**src/rtl/restoring_divider_if.sv**
```systemverilog
`default_nettype none
// ============================================================================
//  Module      : restoring_divider_if
//  Description : Narrow serial operand/result bus shared by the serial
//                arithmetic units (request pulse, operand bus, result bus,
//                done and error flags).
//  Revision    : 1.0  initial release
// ============================================================================
interface restoring_divider_if #(
    parameter int N = 5
);
    logic         start;
    logic [N-1:0] data_in;
    logic [N-1:0] data_out;
    logic         done;
    logic         err;

    // Requester side: issues start and operands, collects results.
    modport master (
        output start,
        output data_in,
        input  data_out,
        input  done,
        input  err
    );

    // Arithmetic-unit side.
    modport slave (
        input  start,
        input  data_in,
        output data_out,
        output done,
        output err
    );
endinterface
`default_nettype wire

```
**src/rtl/restoring_divider.sv**
```systemverilog
`default_nettype none
// ============================================================================
//  Module      : restoring_divider
//  Description : Sequential signed restoring divider. Dividend and divisor
//                arrive serially after a start pulse; magnitudes are divided
//                with one shift/subtract/restore step per cycle, then the
//                sign-corrected quotient and remainder are presented on two
//                consecutive done cycles.
//  Revision    : 1.0  initial release
// ============================================================================
module restoring_divider #(
    parameter int N = 5
) (
    input  wire logic          clk,
    input  wire logic          rst,
    restoring_divider_if.slave bus
);

    localparam int                 c_CNT_W     = (N > 2) ? $clog2(N) : 1;
    localparam logic [c_CNT_W-1:0] c_ITER_LAST = c_CNT_W'(N - 1);
    localparam logic [N-1:0]       c_MOST_NEG  = {1'b1, {(N-1){1'b0}}};

    typedef enum logic [2:0] {
        S_IDLE  = 3'd0,
        S_LD_X  = 3'd1,
        S_LD_Y  = 3'd2,
        S_CALC  = 3'd3,
        S_OUT_Q = 3'd4,
        S_OUT_R = 3'd5
    } state_t;

    state_t             r_state;
    state_t             w_state_nxt;
    logic [c_CNT_W-1:0] r_cnt;
    logic [N-1:0]       r_x;      // dividend as received (signed)
    logic [N-1:0]       r_y;      // divisor as received (signed)
    logic [N-1:0]       r_ya;     // |divisor|, unsigned
    logic [N:0]         r_r;      // partial remainder
    logic [N-1:0]       r_q;      // |dividend| shifting out, quotient shifting in

    logic [N-1:0]       w_abs_in;
    logic [N-1:0]       w_abs_x;
    logic [N+1:0]       w_r_sh;
    logic [N-1:0]       w_q_sh;
    logic [N+1:0]       w_t;
    logic               w_div0;
    logic               w_ovf;
    logic [N-1:0]       w_q_out;
    logic [N-1:0]       w_r_out;

    // Magnitudes; the most negative value maps to 2^(N-1) as unsigned.
    assign w_abs_in = bus.data_in[N-1] ? (~bus.data_in + 1'b1) : bus.data_in;
    assign w_abs_x  = r_x[N-1] ? (~r_x + 1'b1) : r_x;

    // {R,Q} shifted left by one. R carries one extra guard bit so the bit
    // leaving R still takes part in the trial subtraction.
    assign w_r_sh = {r_r, r_q[N-1]};
    assign w_q_sh = {r_q[N-2:0], 1'b0};
    assign w_t    = w_r_sh - {2'b00, r_ya};

    // Special cases and sign-corrected results, all from registered state.
    assign w_div0  = (r_y == '0);
    assign w_ovf   = (r_x == c_MOST_NEG) && (r_y == '1);
    assign w_q_out = w_div0 ? '0 :
                     ((r_x[N-1] ^ r_y[N-1]) ? (~r_q + 1'b1) : r_q);
    assign w_r_out = w_div0 ? r_x :
                     (r_x[N-1] ? (~r_r[N-1:0] + 1'b1) : r_r[N-1:0]);

    // Controller state register.
    always_ff @(posedge clk or posedge rst) begin
        if (rst) begin
            r_state <= S_IDLE;
        end else begin
            r_state <= w_state_nxt;
        end
    end

    // Controller next-state logic; a zero divisor skips the iterations.
    always_comb begin
        w_state_nxt = r_state;
        case (r_state)
            S_IDLE:  if (bus.start) w_state_nxt = S_LD_X;
            S_LD_X:  w_state_nxt = S_LD_Y;
            S_LD_Y:  w_state_nxt = (bus.data_in == '0) ? S_OUT_Q : S_CALC;
            S_CALC:  if (r_cnt == c_ITER_LAST) w_state_nxt = S_OUT_Q;
            S_OUT_Q: w_state_nxt = S_OUT_R;
            S_OUT_R: w_state_nxt = S_IDLE;
            default: w_state_nxt = S_IDLE;
        endcase
    end

    // Datapath: operand capture, then one restoring step per CALC cycle.
    always_ff @(posedge clk or posedge rst) begin
        if (rst) begin
            r_cnt <= '0;
            r_x   <= '0;
            r_y   <= '0;
            r_ya  <= '0;
            r_r   <= '0;
            r_q   <= '0;
        end else begin
            case (r_state)
                S_LD_X: begin
                    r_x <= bus.data_in;
                end
                S_LD_Y: begin
                    r_y   <= bus.data_in;
                    r_ya  <= w_abs_in;
                    r_r   <= '0;
                    r_q   <= w_abs_x;
                    r_cnt <= '0;
                end
                S_CALC: begin
                    r_cnt <= r_cnt + 1'b1;
                    if (!w_t[N+1]) begin
                        r_r <= w_t[N:0];
                        r_q <= {w_q_sh[N-1:1], 1'b1};
                    end else begin
                        r_r <= w_r_sh[N:0];
                        r_q <= w_q_sh;
                    end
                end
                default: begin
                end
            endcase
        end
    end

    // Result bus decoded from state: quotient, then remainder, else zero.
    always_comb begin
        bus.data_out = '0;
        bus.done     = 1'b0;
        bus.err      = 1'b0;
        case (r_state)
            S_OUT_Q: begin
                bus.data_out = w_q_out;
                bus.done     = 1'b1;
                bus.err      = w_div0 | w_ovf;
            end
            S_OUT_R: begin
                bus.data_out = w_r_out;
                bus.done     = 1'b1;
                bus.err      = w_div0 | w_ovf;
            end
            default: begin
            end
        endcase
    end

endmodule
`default_nettype wire

```
**src/flat_wrapper.sv**
```systemverilog
// flat-port wrapper written by rule: the top's interface ports become plain ports
module restoring_divider_flat 
#(
    parameter int N = 5
)
  (clk, rst, bus_start, bus_data_in, bus_data_out, bus_done, bus_err);
  restoring_divider_if #(.N(N)) bus_i ();
  input  wire logic clk;
  input  wire logic rst;
  input wire logic [$bits(bus_i.start)-1:0] bus_start;
  input wire logic [$bits(bus_i.data_in)-1:0] bus_data_in;
  output wire logic [$bits(bus_i.data_out)-1:0] bus_data_out;
  output wire logic [$bits(bus_i.done)-1:0] bus_done;
  output wire logic [$bits(bus_i.err)-1:0] bus_err;
  assign bus_i.start = bus_start;
  assign bus_i.data_in = bus_data_in;
  assign bus_data_out = bus_i.data_out;
  assign bus_done = bus_i.done;
  assign bus_err = bus_i.err;
  restoring_divider #(.N(N)) u_core (.clk(clk), .rst(rst), .bus(bus_i));
endmodule
```
**config.mk**
```make
export PLATFORM = sky130hd
export DESIGN_NAME = restoring_divider_flat
export DESIGN_NICKNAME = d
export VERILOG_FILES = /design/src/rtl/restoring_divider_if.sv /design/src/rtl/restoring_divider.sv /design/src/flat_wrapper.sv
export SDC_FILE = /design/constraint.sdc
export NUM_CORES = 1
export LEC_CHECK = 0
export ABC_AREA = 1
export CELL_PAD_IN_SITES_DETAIL_PLACEMENT = 0
export CELL_PAD_IN_SITES_GLOBAL_PLACEMENT = 1
export CORE_ASPECT_RATIO = 1.25
export CORE_MARGIN = 3
export CORE_UTILIZATION = 44
export CTS_BUF_LIST = sky130_fd_sc_hd__clkbuf_4
export CTS_CLUSTER_DIAMETER = 60
export DETAILED_ROUTE_END_ITERATION = 6
export PLACE_DENSITY = 0.83
export SLEW_MARGIN = 20
export SYNTH_ARGS = -nofsm -noshare
export SYNTH_HDL_FRONTEND = slang
export SYNTH_SLANG_ARGS = --single-unit
```
**constraint.sdc**
```tcl
create_clock -name clk -period 2.4 [get_ports clk]
set_input_delay 0.48 -clock clk [delete_from_list [all_inputs] [get_ports clk]]
set_output_delay 0.48 -clock clk [all_outputs]
set_load 0.01 [all_outputs]
```
==> impl_metrics.py, run 1 <==
metrics = {
    "route": {
        "routed-via-count": 1970,
        "avgRoutedWirePerCell_um": 12.9,
        "routed_wirelength_mm": 5.00,
        "drtPass1Iterations": 4,
        "viasPerCell": 5.09,
        "drc_errors": 0,
        "drtIter0Drc": 103,
        "ant_nets": 0,
    },
    "worst_setup_path": {
        "crit_path_end_kind": "output pin",
        "setup.worst_path.start_class": "flip-flop",
        "path_max_fanout": 8,
        "cp.required_ns": 1.92,
        "critPathKind": "flip-flop to output pin",
        "cp.arrival_ns": 1.76,
    },
    "cells_and_area": {
        "final_cell_area_um2": 2530,
        "finalNetCount": 348,
        "layout_common_cells": "nand2_1 (86), inv_1 (46), nand3_1 (30), dfrtp_1 (29), o21ai_0 (23)",
        "syn2layout_area_growth_pct": 20.9,
        "post_route_cells_drive_above_1_share": 0.149,
        "num_antenna_cells": 0,
        "fillerInstances": 459,
        "layout_commonest_cell": "nand2_1",
    },
    "timing": {
        "skew_ns": 0.0177,
        "fmax_mhz": 446,
        "finalMaxSlewViolations": 0,
        "setup_violations": 0,
        "fin_crit_ns": 2.24,
        "hold_viol": 0,
        "relSlewSlack": 0.657,
        "hold_ws_ns": 0.498,
        "finalCritPeriodShare": 0.934,
        "tightestPinTransition_ns": 0.514,
    },
    "yosys": {
        "syn_nets": 312,
        "synth-seq-area-share": 0.371,
        "avgSynthCellArea_um2": 7.16,
        "ys_ff_latch": 31,
        "netlist_area_um2": 2090,
        "synth_warnings": 0,
        "synthCells": 292,
        "synthDistinctLibCells": 28,
    },
    "power": {
        "ir_drop_mv": 0.571,
        "cellLeakagePower_nw": 1.35,
        "power_density_nw_per_um2": 1350,
    },
    "floorplan": {
        "die-area_um2": 5620,
        "die_h_um": 83.0,
        "start_util": 0.465,
        "io_pins": 15,
        "rows": 27,
        "core-area_um2": 4490,
        "die_w_um": 67.6,
    },
    "clock_tree": {
        "htree_levels": 2,
        "path_clk_slew_ns": 0.09,
        "cts_buffers": 5,
        "cts_max_path_buffers": 2,
        "holdBufCountCts": 0,
        "cts_tree": "built",
        "clk-insertion-delay-late_ns": 0.33,
        "root_buffer": "clkbuf_4",
        "cts.sinks": 31,
    },
    "place": {
        "io_buffers": 14,
        "dpl.hpwl_mm": 3.92,
        "dpl_cell_area_um2": 2350,
        "gp_congestion": 0.840,
    },
    "status": {
        "outcome": "completed",
    },
    "grt": {
        "first_global_vias": 1990,
        "antenna_found_initial": 0,
        "grt_pass1_wl_mm": 8.75,
        "grt_overflow": 0,
        "grt.total_usage": 0.199,
        "grt_max_degree": 32,
    },
    "job": {
        "max_cap_violations": 0,
    },
    "hold_path": {
        "hold_class": "flip-flop to flip-flop",
    },
}
==> area by class of cell <==
class	instances	area (um2)	area share
clock buffer	5	37.5	0.0149
clock inverter	3	38.8	0.0154
inverter	52	195	0.0773
tap	58	72.6	0.0287
timing repair buffer	35	292	0.115
sequential	31	778	0.308
multi-input combinational	203	1110	0.440
==> final timing paths <==
| path | from | to | slack [ns] | cells past startpoint |
|---|---|---|---|---|
| setup / recovery | u_core.r_y[3] | bus_data_out[0] | 0.16 | 8 |
| hold / removal | u_core.r_ya[2] | u_core.r_ya[2] | 0.50 | 2 |
| setup reg to reg | u_core.r_q[4] | u_core.r_r[0] | 0.29 | 12 |
| hold reg to reg | u_core.r_ya[2] | u_core.r_ya[2] | 0.50 | 2 |
| max in group asynchronous | rst | u_core.r_state[0] | 1.55 | 3 |
| min in group asynchronous | rst | u_core.r_r[5] | 0.53 | 3 |
==> critical path: stages (launching register included) <==
cell and delay (ns):
dfrtp_1 0.42, nor2_1 0.11, nand4_1 0.09, buf_6 0.15, buf_4 0.13, a21oi_1 0.11
o21ai_0 0.09, o21ai_0 0.08, clkdlybuf4s15_1 0.26
==> synth_stat cells, drive strengths merged <==
master	n	area share
ha	11	0.066
fa	1	0.0096
a22oi	1	0.0036
nor4	1	0.0030
nand3	30	0.072
o21ai	25	0.062
nand4	3	0.0090
buf	4	0.013
o21bai	2	0.0072
nand2	86	0.15
nor3	4	0.0096
o211ai	1	0.0036
nor2	13	0.033
o21a	1	0.0036
o221ai	5	0.021
dfrtp	31	0.37
inv	52	0.093
a31oi	1	0.0030
o22ai	2	0.0060
clkbuf	2	0.0036
xnor2	2	0.0084
xor2	6	0.025
a21oi	8	0.019
==> cells by family after synthesis <==
| group | after synthesis | synth area share |
|---|---|---|
| AOI/OAI and AO/OA | 46 | 0.129 |
| xor gates and xnor gates | 8 | 0.0335 |
| adders and majority gates | 12 | 0.0754 |
| buffers and inverters | 58 | 0.110 |
| DFF | 31 | 0.371 |
| and+or+nand+nor | 137 | 0.281 |
==> per-layer routing <==
metal | vias up | share of wire | GRT usage
li1 | 1014 | - | -
met4 | 0 | 0.012 | 0.0443
met2 | 25 | 0.53 | 0.350
met3 | 4 | 0.025 | 0.0433
met1 | 927 | 0.44 | 0.241
met5 | - | 0 | 0
==> metrics by stage <==
| stage | setup WS (ns) | power [mW] | TNS [ns] | util | cells |
|---|---|---|---|---|---|
| floorplan | 0.558 | 2.35 | 0 | - | 292 |
| CTS | -0.110 | 3.33 | -0.110 | 0.547 | 379 |
| detailed placement | 0.0972 | 2.89 | 0 | 0.523 | 369 |
| global placement | 0.0907 | 2.88 | 0 | 0.523 | 369 |
| global route | -0.0393 | 3.80 | -0.0393 | 0.562 | 387 |
| finish | 0.158 | 3.41 | 0 | 0.562 | 387 |
==> where the power goes <==
group          internal [mW]  switching, mW
clock                  0.214          0.180
sequential             0.753          0.168
combinational          0.829           1.26
==> registers in the layout, indices dropped and copies added, names as in the netlist <==
name	cells
u_core.r_x	5
u_core.r_cnt	3
u_core.r_ya	5
u_core.r_y	4
u_core.r_r	6
u_core.r_q	5
u_core.r_state	3
==> what timing repair did <==
action | CTS | global route
endpoints found under the setup margin | 6 | 4
resized for setup | 11 | 14
pin swaps | 1 | 1
buffers inserted | 2 | 8
cloned | 0 | 0
Note: power is estimated with default switching activity, not from simulation.
==> run 2: changes to the inputs <==
- CORE_MARGIN: 3 -> not set
- SKIP_CTS_REPAIR_TIMING: not set -> 1
==> impl_metrics.py, run 2 (synthesis gave the netlist of run 1 again) <==
metrics = {
    "place": {
        "gp_congestion": 0.802,
        "io_buffers": 14,
        "place_ws_ns": 0.103,
        "dpl.hpwl_mm": 3.90,
        "dp.cells": 370,
    },
    "timing": {
        "tightestPinTransition_ns": 0.409,
        "finalCritPeriodShare": 0.910,
        "relSlewSlack": 0.727,
        "hold_viol": 0,
        "fmax_mhz": 458,
        "fin_crit_ns": 2.19,
        "rsz0062_at_grt": "no",
        "finalMaxSlewViolations": 0,
        "setup_violations": 0,
        "skew_ns": 0.00893,
        "setup_ws_ns": 0.215,
        "hold_ws_ns": 0.492,
    },
    "floorplan": {
        "io_pins": 15,
        "start_util": 0.465,
        "core-area_um2": 4490,
        "die_w_um": 63.6,
        "die-area_um2": 5030,
        "rows": 27,
        "die_h_um": 79.0,
    },
    "status": {
        "outcome": "completed",
    },
    "worst_setup_path": {
        "setup.worst_path.start_class": "flip-flop",
        "path_max_fanout": 4,
        "critPathKind": "flip-flop to output pin",
        "ff2ff_setup_slack_ns": 0.27,
        "crit_path_end_kind": "output pin",
        "cp.arrival_ns": 1.71,
        "cp.required_ns": 1.92,
    },
    "grt": {
        "grt_pass1_wl_mm": 8.68,
        "first_global_vias": 1956,
        "grt_max_degree": 32,
        "grt_overflow": 0,
        "grt.total_usage": 0.225,
        "antenna_found_initial": 0,
    },
    "cells_and_area": {
        "finalNetCount": 341,
        "top_register": "u_core.r_r",
        "layout_commonest_cell": "nand2_1",
        "syn2layout_area_growth_pct": 18.1,
        "num_antenna_cells": 0,
        "utilization": 0.549,
        "layout_common_cells": "nand2_1 (86), inv_1 (47), nand3_1 (30), dfrtp_1 (28), o21ai_0 (24)",
        "layoutNonFillerInstCount": 380,
        "post_route_cells_drive_above_1_share": 0.115,
        "largest_reg_flops": 6,
    },
    "clock_tree": {
        "cts_tree": "built",
        "root_buffer": "clkbuf_4",
        "cts.sinks": 31,
        "path_clk_slew_ns": 0.09,
        "htree_levels": 2,
        "cts_max_path_buffers": 2,
        "clk-insertion-delay-late_ns": 0.32,
        "cts_buffers": 5,
    },
    "job": {
        "max_cap_violations": 0,
    },
    "power": {
        "ir_drop_mv": 0.546,
        "cellLeakagePower_nw": 1.38,
        "power_density_nw_per_um2": 1320,
    },
    "hold_path": {
        "hold_class": "flip-flop to flip-flop",
    },
    "route": {
        "drc_errors": 0,
        "avgRoutedWirePerCell_um": 12.9,
        "routed_wirelength_mm": 4.91,
        "ant_nets": 0,
        "drtPass1Iterations": 4,
        "drtIter0Drc": 66,
        "routed-via-count": 1938,
        "viasPerCell": 5.10,
    },
}
-- run 2: cell count changes in the layout (fill, tap and decap cells not counted), sizes merged --
cell	previous run	this run
clkdlybuf4s15	1	0
bufinv	1	0
clkbuf	7	6
buf	21	14
dlymetal6s2s	1	6
dlygate4sd2	2	0
-- run 2: metrics by stage --
step / cell area [um2] / power, mW / TNS (ns)
2_1_floorplan: 2090 / 2.35 / 0
3_3_place_gp: 2360 / 2.89 / 0
3_5_place_dp: 2360 / 2.90 / 0
4_1_cts: 2410 / 3.21 / -1.24
5_1_grt: 2470 / 3.63 / 0
6_report: 2470 / 3.25 / 0
-- run 2: final cells by class --
type | count | area [um2]
clock buffer | 6 | 45.0
sequential | 31 | 779
multi-input combinational | 203 | 1100
timing repair buffer | 28 | 264
clock inverter | 2 | 7.51
tap | 58 | 72.6
fill | 454 | 2020
inverter | 52 | 195
-- run 2: where the power goes --
| part | switching, mW | internal [mW] |
|---|---|---|
| clock | 0.174 | 0.120 |
| sequential | 0.183 | 0.755 |
| combinational | 1.23 | 0.788 |
| total | 1.58 | 1.66 |
-- run 2: layer usage --
layer | part of all wire | global-route usage | up-vias
li1 | - | - | 1002
met2 | 0.53 | 0.418 | 29
met5 | 0 | 0 | -
met4 | 0.023 | 0.0841 | 0
met3 | 0.026 | 0.0431 | 11
met1 | 0.42 | 0.250 | 896
-- run 2: worst paths after layout --
path	start	depth (start not counted)	endpoint
max	u_core.r_r[1]	10	bus_data_out[4]
min	u_core.r_ya[2]	2	u_core.r_ya[2]
max reg2reg	u_core.r_q[4]	12	u_core.r_r[0]
min reg2reg	u_core.r_ya[2]	2	u_core.r_ya[2]
max in group asynchronous	rst	3	u_core.r_state[0]
min in group asynchronous	rst	3	u_core.r_ya[3]
-- run 2: worst max-delay path: stages (launching register included) --
cell	delay (ns)
dfrtp_1	0.42
inv_2	0.09
ha_1	0.16
inv_1	0.05
nor3_1	0.13
nand2_1	0.09
nand2_1	0.06
nand2_1	0.05
nand3_1	0.07
o21ai_0	0.09
dlymetal6s2s_1	0.18
